File: config.mk
export PLATFORM = sky130hd
export DESIGN_NAME = score_row_reduce
export DESIGN_NICKNAME = d
export VERILOG_FILES = /design/src/rtl/score_row_reduce.sv
export SDC_FILE = /design/constraint.sdc
export NUM_CORES = 1
export LEC_CHECK = 0
export BUFFER_PORTS_ARGS = -buffer_cell sky130_fd_sc_hd__buf_2
export CAP_MARGIN = 20
export CELL_PAD_IN_SITES_DETAIL_PLACEMENT = 1
export CELL_PAD_IN_SITES_GLOBAL_PLACEMENT = 1
export CORE_ASPECT_RATIO = 0.8
export CORE_UTILIZATION = 41
export DETAILED_ROUTE_END_ITERATION = 10
export PLACE_DENSITY = 0.76
export RECOVER_POWER = 100
export SYNTH_ARGS = -nofsm -noshare
export SYNTH_HDL_FRONTEND = slang
export SYNTH_SLANG_ARGS = --single-unit
File: constraint.sdc
create_clock -name clk -period 3.41 [get_ports clk]
set_input_delay 0.1705 -clock clk [delete_from_list [all_inputs] [get_ports clk]]
set_output_delay 0.1705 -clock clk [all_outputs]
set_load 0.02 [all_outputs]
File: src/rtl/score_row_reduce.sv
// Row reducer for streamed signed 8-bit score vectors: reports the row max, its column
// and a saturating sum through a two-stage pipeline (per-beat reduce, then row accumulate).
module score_row_reduce #(
  parameter int LANES = 16,
  parameter int COLW  = 12
) (
  input  logic                    clk,
  input  logic                    rst,
  input  logic                    in_valid,
  output logic                    in_ready,
  input  logic [8*LANES-1:0]      in_vec,
  input  logic                    in_last,
  input  logic [11:0]             in_row,
  output logic                    out_valid,
  input  logic                    out_ready,
  output logic [11:0]             out_row,
  output logic signed [7:0]       out_max,
  output logic [COLW-1:0]         out_col,
  output logic signed [15:0]      out_sum,
  output logic                    out_ovf
);

  localparam int LW = $clog2(LANES);
  localparam int BW = COLW - LW;
  localparam logic [BW-1:0] LAST_BEAT = '1;

  typedef enum logic [1:0] {IDLE, ACCUM, FLUSH, HOLD} state_e;

  state_e            state_q, state_d;
  logic [BW-1:0]     beat_q, beat_d;
  logic [11:0]       row_q, row_d;
  logic              ovf_q, ovf_d;
  logic              accept;
  logic [BW-1:0]     beat_idx;

  logic signed [7:0]  lane_val;
  logic signed [7:0]  vec_max;
  logic [LW-1:0]      vec_lane;
  logic signed [15:0] vec_sum;

  logic               s1_valid_q, s1_first_q;
  logic signed [7:0]  s1_max_q;
  logic [COLW-1:0]    s1_col_q;
  logic signed [15:0] s1_sum_q;

  logic signed [7:0]  acc_max_q;
  logic [COLW-1:0]    acc_col_q;
  logic signed [15:0] acc_sum_q;
  logic signed [16:0] sum_wide;
  logic signed [15:0] sum_sat;

  // in_ready is kept out of the FSM process so accept does not loop back into it
  assign in_ready = !rst && (state_q == IDLE || state_q == ACCUM);
  assign accept   = in_valid && in_ready;
  assign beat_idx = (state_q == IDLE) ? '0 : beat_q;

  always_ff @(posedge clk or posedge rst) begin
    if (rst) begin
      state_q <= IDLE;
      beat_q  <= '0;
      row_q   <= '0;
      ovf_q   <= 1'b0;
    end else begin
      state_q <= state_d;
      beat_q  <= beat_d;
      row_q   <= row_d;
      ovf_q   <= ovf_d;
    end
  end

  always_comb begin
    state_d   = state_q;
    beat_d    = beat_q;
    row_d     = row_q;
    ovf_d     = ovf_q;
    out_valid = 1'b0;
    case (state_q)
      IDLE: begin
        if (accept) begin
          row_d   = in_row;
          ovf_d   = 1'b0;
          beat_d  = BW'(1);
          state_d = in_last ? FLUSH : ACCUM;
        end
      end
      ACCUM: begin
        if (accept) begin
          beat_d = beat_q + BW'(1);
          if (in_last) begin
            state_d = FLUSH;
          end else if (beat_q == LAST_BEAT) begin
            state_d = FLUSH;
            ovf_d   = 1'b1;
          end
        end
      end
      FLUSH: begin
        beat_d  = '0;
        state_d = HOLD;
      end
      HOLD: begin
        out_valid = 1'b1;
        if (out_ready) state_d = IDLE;
      end
      default: state_d = IDLE;
    endcase
  end

  // Strict greater-than keeps the lowest lane on ties
  always_comb begin
    vec_max  = $signed(in_vec[7:0]);
    vec_lane = '0;
    vec_sum  = {{8{in_vec[7]}}, in_vec[7:0]};
    lane_val = '0;
    for (int k = 1; k < LANES; k++) begin
      lane_val = $signed(in_vec[8*k +: 8]);
      if (lane_val > vec_max) begin
        vec_max  = lane_val;
        vec_lane = LW'(k);
      end
      vec_sum = vec_sum + {{8{lane_val[7]}}, lane_val};
    end
  end

  always_ff @(posedge clk or posedge rst) begin
    if (rst) begin
      s1_valid_q <= 1'b0;
      s1_first_q <= 1'b0;
      s1_max_q   <= '0;
      s1_col_q   <= '0;
      s1_sum_q   <= '0;
    end else begin
      s1_valid_q <= accept;
      if (accept) begin
        s1_first_q <= (state_q == IDLE);
        s1_max_q   <= vec_max;
        s1_col_q   <= {beat_idx, vec_lane};
        s1_sum_q   <= vec_sum;
      end
    end
  end

  always_comb begin
    sum_wide = {acc_sum_q[15], acc_sum_q} + {s1_sum_q[15], s1_sum_q};
    sum_sat  = sum_wide[15:0];
    if (sum_wide[16] != sum_wide[15]) sum_sat = sum_wide[16] ? 16'sh8000 : 16'sh7FFF;
  end

  // Beats arrive in column order, so a later beat only wins on a strictly larger max
  always_ff @(posedge clk or posedge rst) begin
    if (rst) begin
      acc_max_q <= 8'sh80;
      acc_col_q <= '0;
      acc_sum_q <= '0;
    end else if (s1_valid_q) begin
      if (s1_first_q) begin
        acc_max_q <= s1_max_q;
        acc_col_q <= s1_col_q;
        acc_sum_q <= s1_sum_q;
      end else begin
        if (s1_max_q > acc_max_q) begin
          acc_max_q <= s1_max_q;
          acc_col_q <= s1_col_q;
        end
        acc_sum_q <= sum_sat;
      end
    end
  end

  assign out_row = row_q;
  assign out_max = acc_max_q;
  assign out_col = acc_col_q;
  assign out_sum = acc_sum_q;
  assign out_ovf = ovf_q;

endmodule
==> results of run 1 <==
==> what timing repair did <==
| item | CTS |
|---|---|
| setup endpoints to repair | 43 |
| resized for setup | 262 |
| hold endpoints to repair | 0 |
| setup buffers | 148 |
| cloned | 5 |
| pin swaps | 136 |
==> through the flow <==
stage / hold slack [ns] / worst slack (ns) / std cells
after detailed placement: 0.4091 / -23.90 / 2774
after floorplan: 0.3209 / -21.19 / 1658
after CTS: 0.02761 / -21.72 / 2939
after global placement: 0.4037 / -22.12 / 2774
==> cells by family after synthesis <==
logic type	Yosys count	synth area share (%)
adders and majority gates	273	30.47
buffers and inverters	315	8.490
and+or+nand+nor	437	15.06
DFF	97	17.08
AOI/OAI and AO/OA	398	18.76
muxes	97	7.619
xor gates and xnor gates	41	2.525
==> cell usage after synthesis (22+ instances only) <==
cell,n
dfrtp_1,96
xnor2_1,28
mux2_2,65
nor3_1,23
nor2_1,112
a21o_1,23
clkbuf_1,34
ha_1,143
o21ai_0,100
and3_1,24
a21oi_1,95
fa_1,124
nand2_1,130
mux2i_1,22
inv_1,271
nand3_1,33
==> layer usage <==
metal  overflow  global-route usage, %
met1         13                  84.47
met4        319                  100.4
met2        992                  111.2
met3         20                  66.29
met5          0                  16.55
==> metrics.yaml, run 1 <==
die:
  start_util_pct: 42.00
  die_h_um: 168.6
  fp-row-count: 60
  die_w_um: 210.2
  ioPinCount: 196
status:
  haltStage: "5_1_grt"
  tool.error: "[ERROR GRT-0232] Routing congestion too high. Check the congestion heatmap in the GUI."
  run_status: "aborted with a tool error"
placed_design:
  dpl_cell_area_mm2: 0.02009
  place_congestion: 0.9561
  port_buffers: 195
  dp_hpwl_um: 50310
grt:
  overflow: 1344
  grt_use_total_pct: 88.06
  grt_max_degree: 68
logic_synthesis:
  syn_area_mm2: 0.01422
  synth_ff_type: "dfrtp_1"
  synth_top_area_cell: "fa_1"
  yosysSeqAreaShare_pct: 17.08
  synth_area_leaders: "fa_1, dfrtp_1, ha_1, inv_1, mux2_2"
  netlist.area_leader.share_pct: 17.46
  yosys_warnings: 0
  synth_edf_count: 0
  syn_area_per_cell_um2: 8.577
  async_flop_share_pct: 100.0
  synth_nets: 2070
  synth_seq_cells: 97
  netlist_instances: 1658
  netlist-cell-type-count: 99
cts:
  numCtsBuffers: 9
  clk_root_buffer_cell: "clkbuf_16"
  clockBufferDepth: 2
  cts_max_level: 3
  cts_num_sinks: 97
  ctsHoldBuffers: 0
timing:
  endpoint_type: "register input"
  grt-worst-endpoint: "s1_max_q[0]$_DFFE_PP0P_/D"
==> run 2, diff against run 1 <==
CELL_PAD_IN_SITES_DETAIL_PLACEMENT = unset   (was 1)
CELL_PAD_IN_SITES_GLOBAL_PLACEMENT = unset   (was 1)
CORE_ASPECT_RATIO = unset   (was 0.8)
CORE_UTILIZATION = 30   (was 41)
PLACE_DENSITY = unset   (was 0.76)
PLACE_DENSITY_LB_ADDON = 0.15   (was unset)
clock period = 4.4 ns   (was 3.41 ns; I/O delays follow)
==> run 2 against run 1 <==
Compared with the run above: the flow now finishes, with violations (DRC, capacitance limit, slew limit, setup timing); area after synthesis stayed put; synthesized cell count is the same.
==> metrics.yaml, run 2 <==
route:
  via_per_inst: 4.802
  wire_per_inst_um: 16.70
  wl_um: 50740
  drc_errors: 14
  num_vias: 14590
  drtIter0Drc: 656
  postRouteAntennaNets: 0
  drt-pass1-iter-count: 9
logic_synthesis:
  synth_area_leaders: "fa_1, dfrtp_1, ha_1, inv_1, mux2_2"
  netlist-cell-type-count: 99
  netlist_instances: 1658
  syn_area_mm2: 0.01422
  synth_edf_count: 0
  synth_top_area_cell: "fa_1"
  synthTopCellsByCount: "inv_1, ha_1, nand2_1, fa_1, nor2_1"
  synth_ff_type: "dfrtp_1"
  synth_seq_cells: 97
  async_flop_share_pct: 100.0
  yosysSeqAreaShare_pct: 17.08
  syn_area_per_cell_um2: 8.577
  netlist.area_leader.share_pct: 17.46
  synth_most_common_cell: "inv_1"
  synth_nets: 2070
  yosys_warnings: 0
grt:
  grt_pass1_vias: 15010
  grt_use_total_pct: 20.86
  antenna_found_initial: 0
  grt_pass1_wl_um: 79330
  grt_max_degree: 72
  overflow: 0
timing:
  drv_slew: 72
  skew_ns: 0.01070
  tightest_slew_ns: 3.142
  hold_ws_ns: 0.09967
  finalHoldViolCount: 0
  fin_ws_ns: -20.09
  timing.fmax_mhz: 40.83
  setup_viol: 25
  rsz0062_at_grt: "true"
  period_minus_slack_ns: 24.49
  post-route-period-util_pct: 556.7
  relSlewSlack_pct: -110.6
worst_setup_path:
  crit_fanout: 8
  worst_ep_required_time_ns: 4.64
  crit_slowest_cell: "o32a_2"
  start_kind: "input pin"
  critPathKind: "in2reg"
  arrival_ns: 24.73
  crit_top_cell: "buf_4"
  slowest_delay_ns: 0.44
  end_kind: "flip-flop"
placed_design:
  place_congestion: 0.8910
  port_buffers: 195
  dp_hpwl_um: 42270
  dpl_cell_area_mm2: 0.01995
  pre_cts_ws_ns: -21.80
  placedCellCount: 2896
cells_and_area:
  layout_common_cells: "buf_4, inv_1, buf_2"
  fin_nets: 2839
  syn_to_final_growth_pct: 60.13
  stdcell_area_mm2: 0.02277
  final_cells: 3039
  fillCellCount: 4464
  layout_commonest_cell: "buf_4"
  drive_above_1_share_pct: 48.36
  diodes: 0
die:
  die_w_um: 219.7
  ioPinCount: 196
  fp-row-count: 79
  start_util_pct: 30.48
  coreArea_mm2: 0.04665
  die_area_mm2: 0.04828
  die_h_um: 219.7
cts:
  cts_max_level: 3
  clk_root_buffer_cell: "clkbuf_16"
  clockBufferDepth: 2
  clkTransAtPathRegs_ns: 0.07
  numCtsBuffers: 9
  cts_num_sinks: 97
  tritoncts: "done"
  insertion_delay_ns: 0.35
status:
  violations: "DRC, capacitance limit, slew limit, setup timing"
  run_status: "complete, but fails checks"
min_path:
  hp-class: "in2reg"
flow_run:
  maxCapViolCount: 1
-- run 2: cell counts after synthesis --
No cell type changed its count.
-- run 2: logic make-up after synthesis --
kind of cell	synth area share (%)
and+or+nand+nor	15.06
muxes	7.619
AOI/OAI and AO/OA	18.76
buffers and inverters	8.490
xor gates and xnor gates	2.525
adders and majority gates	30.47
DFF	17.08
-- run 2: worst max-delay path, delay by kind of cell --
family / cells / cell delay (ns)
buffers and inverters: 30 / 3.21
and+or+nand+nor: 49 / 6.99
muxes: 11 / 3.05
adders and majority gates: 14 / 3.20
AOI/OAI and AO/OA: 50 / 8.02
-- run 2: final timing paths --
check / cells past startpoint / slack [ns] / startpoint / end
worst max-delay path: 154 / -20.09 / in_vec[10] / s1_max_q[1]$_DFFE_PP0P_
worst min-delay path: 2 / 0.1 / in_row[1] / out_row[1]$_DFFE_PP0P_
worst max register to register: 20 / 0.32 / out_sum[1]$_DFFE_PP0P_ / out_sum[12]$_DFFE_PP0P_
worst min register to register: 2 / 0.46 / s1_col_q[8]$_DFFE_PP0P_ / s1_col_q[8]$_DFFE_PP0P_
max in group asynchronous: 3 / 1.33 / rst / beat_q[3]$_DFFE_PP0P_
min in group asynchronous: 2 / 0.78 / rst / out_row[9]$_DFFE_PP0P_
-- run 2: cell type report --
cell class                      count  area (um2)  area share, %
Clock buffer                       11       232.7          1.022
Tap cell                          607       759.5          3.335
Multi-Input combinational cell   1250       12610          55.37
Clock inverter                      5       38.79         0.1703
Sequential cell                    97        2430          10.67
Timing Repair Buffer              794        5628          24.71
Timing Repair inverter              1       5.005        0.02198
Inverter                          274        1069          4.692
-- run 2: repair_timing --
action                     in CTS  in global routing
pin swaps                     110                110
gates cloned                    7                  0
buffers inserted               96                 39
gates resized for setup       226                160
hold buffers                    0                  0
setup endpoints to repair      24                 40
-- run 2: metal layers --
layer  part of all wire, %  global-route usage [%]
met5                     0                       0
met4                   2.1                   5.126
met3                   2.8                   1.712
met2                    50                   36.66
met1                    45                   27.46
-- run 2: stage by stage --
stage / util, % / setup TNS [ns]
finish: 48.81 / -251.17
global placement: 42.77 / -267.41
floorplan: - / -247.29
detailed placement: 42.77 / -274.67
global route: 48.81 / -272.21
CTS: 47.12 / -248.26
Power of run 2 is not shown: default switching activity piles up to over one toggle a cycle in this logic, so the estimate is an artifact.
==> run 3, diff against run 2 <==
CORE_ASPECT_RATIO = 2   (was unset)
==> run 3 against run 2 <==
Compared with the run above: the run ends with capacitance limit, slew limit, setup timing left; clock skew about the same; first-iteration DRC count down 44%; utilization up 0.073 points; sequential cell count unchanged; non-clock buffer count down 15; die area up 0.11%; global-route usage up 1.7 points; fmax down 2.1%; highest routed layer is now met5; count of clock-buffer cells in the layout down 1.
==> metrics.yaml, run 3 (synthesis results as in run 2) <==
worst_setup_path:
  crit_slowest_cell: "or3_4"
  end_kind: "flip-flop"
  crit_top_cell: "ha_4"
  worst_ep_required_time_ns: 4.64
  critPathKind: "in2reg"
  slowest_delay_ns: 0.42
  arrival_ns: 25.25
  start_kind: "input pin"
  path_delay_family: "compound AO/OA/AOI/OAI gates"
  critPathBufInv: 30
  crit_fanout: 8
route:
  postRouteAntennaNets: 0
  drc_errors: 0
  via_per_inst: 4.895
  num_vias: 14900
  wire_per_inst_um: 18.03
  wl_um: 54890
  drt-pass1-iter-count: 4
  drtIter0Drc: 369
timing:
  skew_ns: 0.01064
  tightest_slew_ns: 2.928
  drv_slew: 100
  relSlewSlack_pct: -96.30
  post-route-period-util_pct: 568.3
  setup_viol: 24
  fin_ws_ns: -20.61
  period_minus_slack_ns: 25.01
  timing.fmax_mhz: 39.99
  finalHoldViolCount: 0
  rsz0062_at_grt: "true"
cells_and_area:
  layout_commonest_cell: "buf_4"
  stdcell_area_mm2: 0.02281
  syn_to_final_growth_pct: 60.40
  fillCellCount: 4527
  final_cells: 3044
  multi_input_area_mm2: 0.01272
  fin_nets: 2824
  utilization_pct: 48.88
  regArea_mm2: 0.002429
  layout_common_cells: "buf_4, inv_1, buf_2"
  drive_above_1_share_pct: 48.24
  diodes: 0
die:
  start_util_pct: 30.48
  die_w_um: 156.0
  die_area_mm2: 0.04833
  ioPinCount: 196
  coreArea_mm2: 0.04666
  fp-row-count: 112
  die_h_um: 309.9
placed_design:
  pre_cts_ws_ns: -22.28
  dpl_cell_area_mm2: 0.02002
  placedCellCount: 2922
  dp_hpwl_um: 46580
  port_buffers: 195
  place_congestion: 0.9042
status:
  violations: "capacitance limit, slew limit, setup timing"
  run_status: "complete, but fails checks"
cts:
  numCtsBuffers: 9
  cts_num_sinks: 97
  clk_root_buffer_cell: "clkbuf_16"
  cts_max_level: 3
  clkTransAtPathRegs_ns: 0.07
  tritoncts: "done"
  insertion_delay_ns: 0.36
  ctsHoldBuffers: 0
  clockBufferDepth: 2
grt:
  antenna_found_initial: 1
  overflow: 0
  grt_max_degree: 65
  grt_use_total_pct: 22.61
  grt_pass1_wl_um: 83370
  grt_pass1_vias: 16050
min_path:
  hp-class: "in2reg"
flow_run:
  maxCapViolCount: 2
## run 3: cell types whose count changed in the layout (fill, tap and decap cells not counted), moves of 6 or more
cell     change
nor2_4       +9
o21ai_0      +8
buf_6       -10
buf_4       -12
buf_2        +6
a21oi_1      -8
nor2_2       -9
o21ai_1      -9
## run 3: worst reg2reg max path: stages, from the launching register on
cell and delay (ns):
dfrtp_1 0.41, ha_1 0.30, a21o_1 0.19, a21o_1 0.20, a21o_1 0.19, a21oi_2 0.18
o21bai_1 0.11, a21oi_2 0.19, o21bai_1 0.08, a21oi_1 0.24, o21bai_1 0.12, a21oi_2 0.19
o21bai_1 0.08, a21oi_1 0.23, o21bai_1 0.09, a21oi_1 0.19, xor2_1 0.17, buf_4 0.16
o31ai_2 0.08, buf_6 0.21, a221oi_1 0.24, nor2_1 0.10
## run 3: final cells by class
class / count / area share [%]
timing repair buffer: 779 / 23.97
clock inverter: 6 / 0.4224
inverter: 274 / 4.684
sequential: 97 / 10.65
clock buffer: 10 / 1.048
tap: 627 / 3.439
timing repair inverter: 1 / 0.02194
multi-input combinational: 1250 / 55.77
## run 3: per-stage QoR
stage | setup TNS [ns] | hold slack [ns]
floorplan | -247.29 | 0.3704
global placement | -272.39 | 0.4459
detailed placement | -279.03 | 0.4563
CTS | -252.16 | 0.05393
global route | -273.60 | 0.08518
finish | -254.73 | 0.09456
## run 3: worst paths after layout
kind,start,endpoint,slack [ns],cells past startpoint
max,in_vec[3],s1_max_q[5]$_DFFE_PP0P_,-20.61,166
min,in_row[8],out_row[8]$_DFFE_PP0P_,0.09,2
max reg2reg,out_sum[1]$_DFFE_PP0P_,out_sum[11]$_DFFE_PP0P_,0.34,21
min reg2reg,s1_col_q[4]$_DFFE_PP0P_,s1_col_q[4]$_DFFE_PP0P_,0.47,2
max in group asynchronous,rst,s1_max_q[7]$_DFFE_PP0P_,1.11,3
min in group asynchronous,rst,out_ovf$_DFFE_PP0P_,0.68,2
## run 3: repair_timing
| action | CTS | global route |
|---|---|---|
| buffers inserted | 65 | 39 |
| setup endpoints to repair | 23 | 40 |
| cloned | 6 | 1 |
| pin swaps | 136 | 130 |
| gates resized for setup | 239 | 137 |
## run 3: metal layers
layer  global-route usage (%)  vias up  share of wire, %
met4                    15.91        2               7.6
li1                         -     7234                 -
met5                        0        -             0.024
met3                    1.490      175               2.2
met1                    19.88     7163                33
met2                    46.91      326                58
Power of run 3 is left out for the same reason.
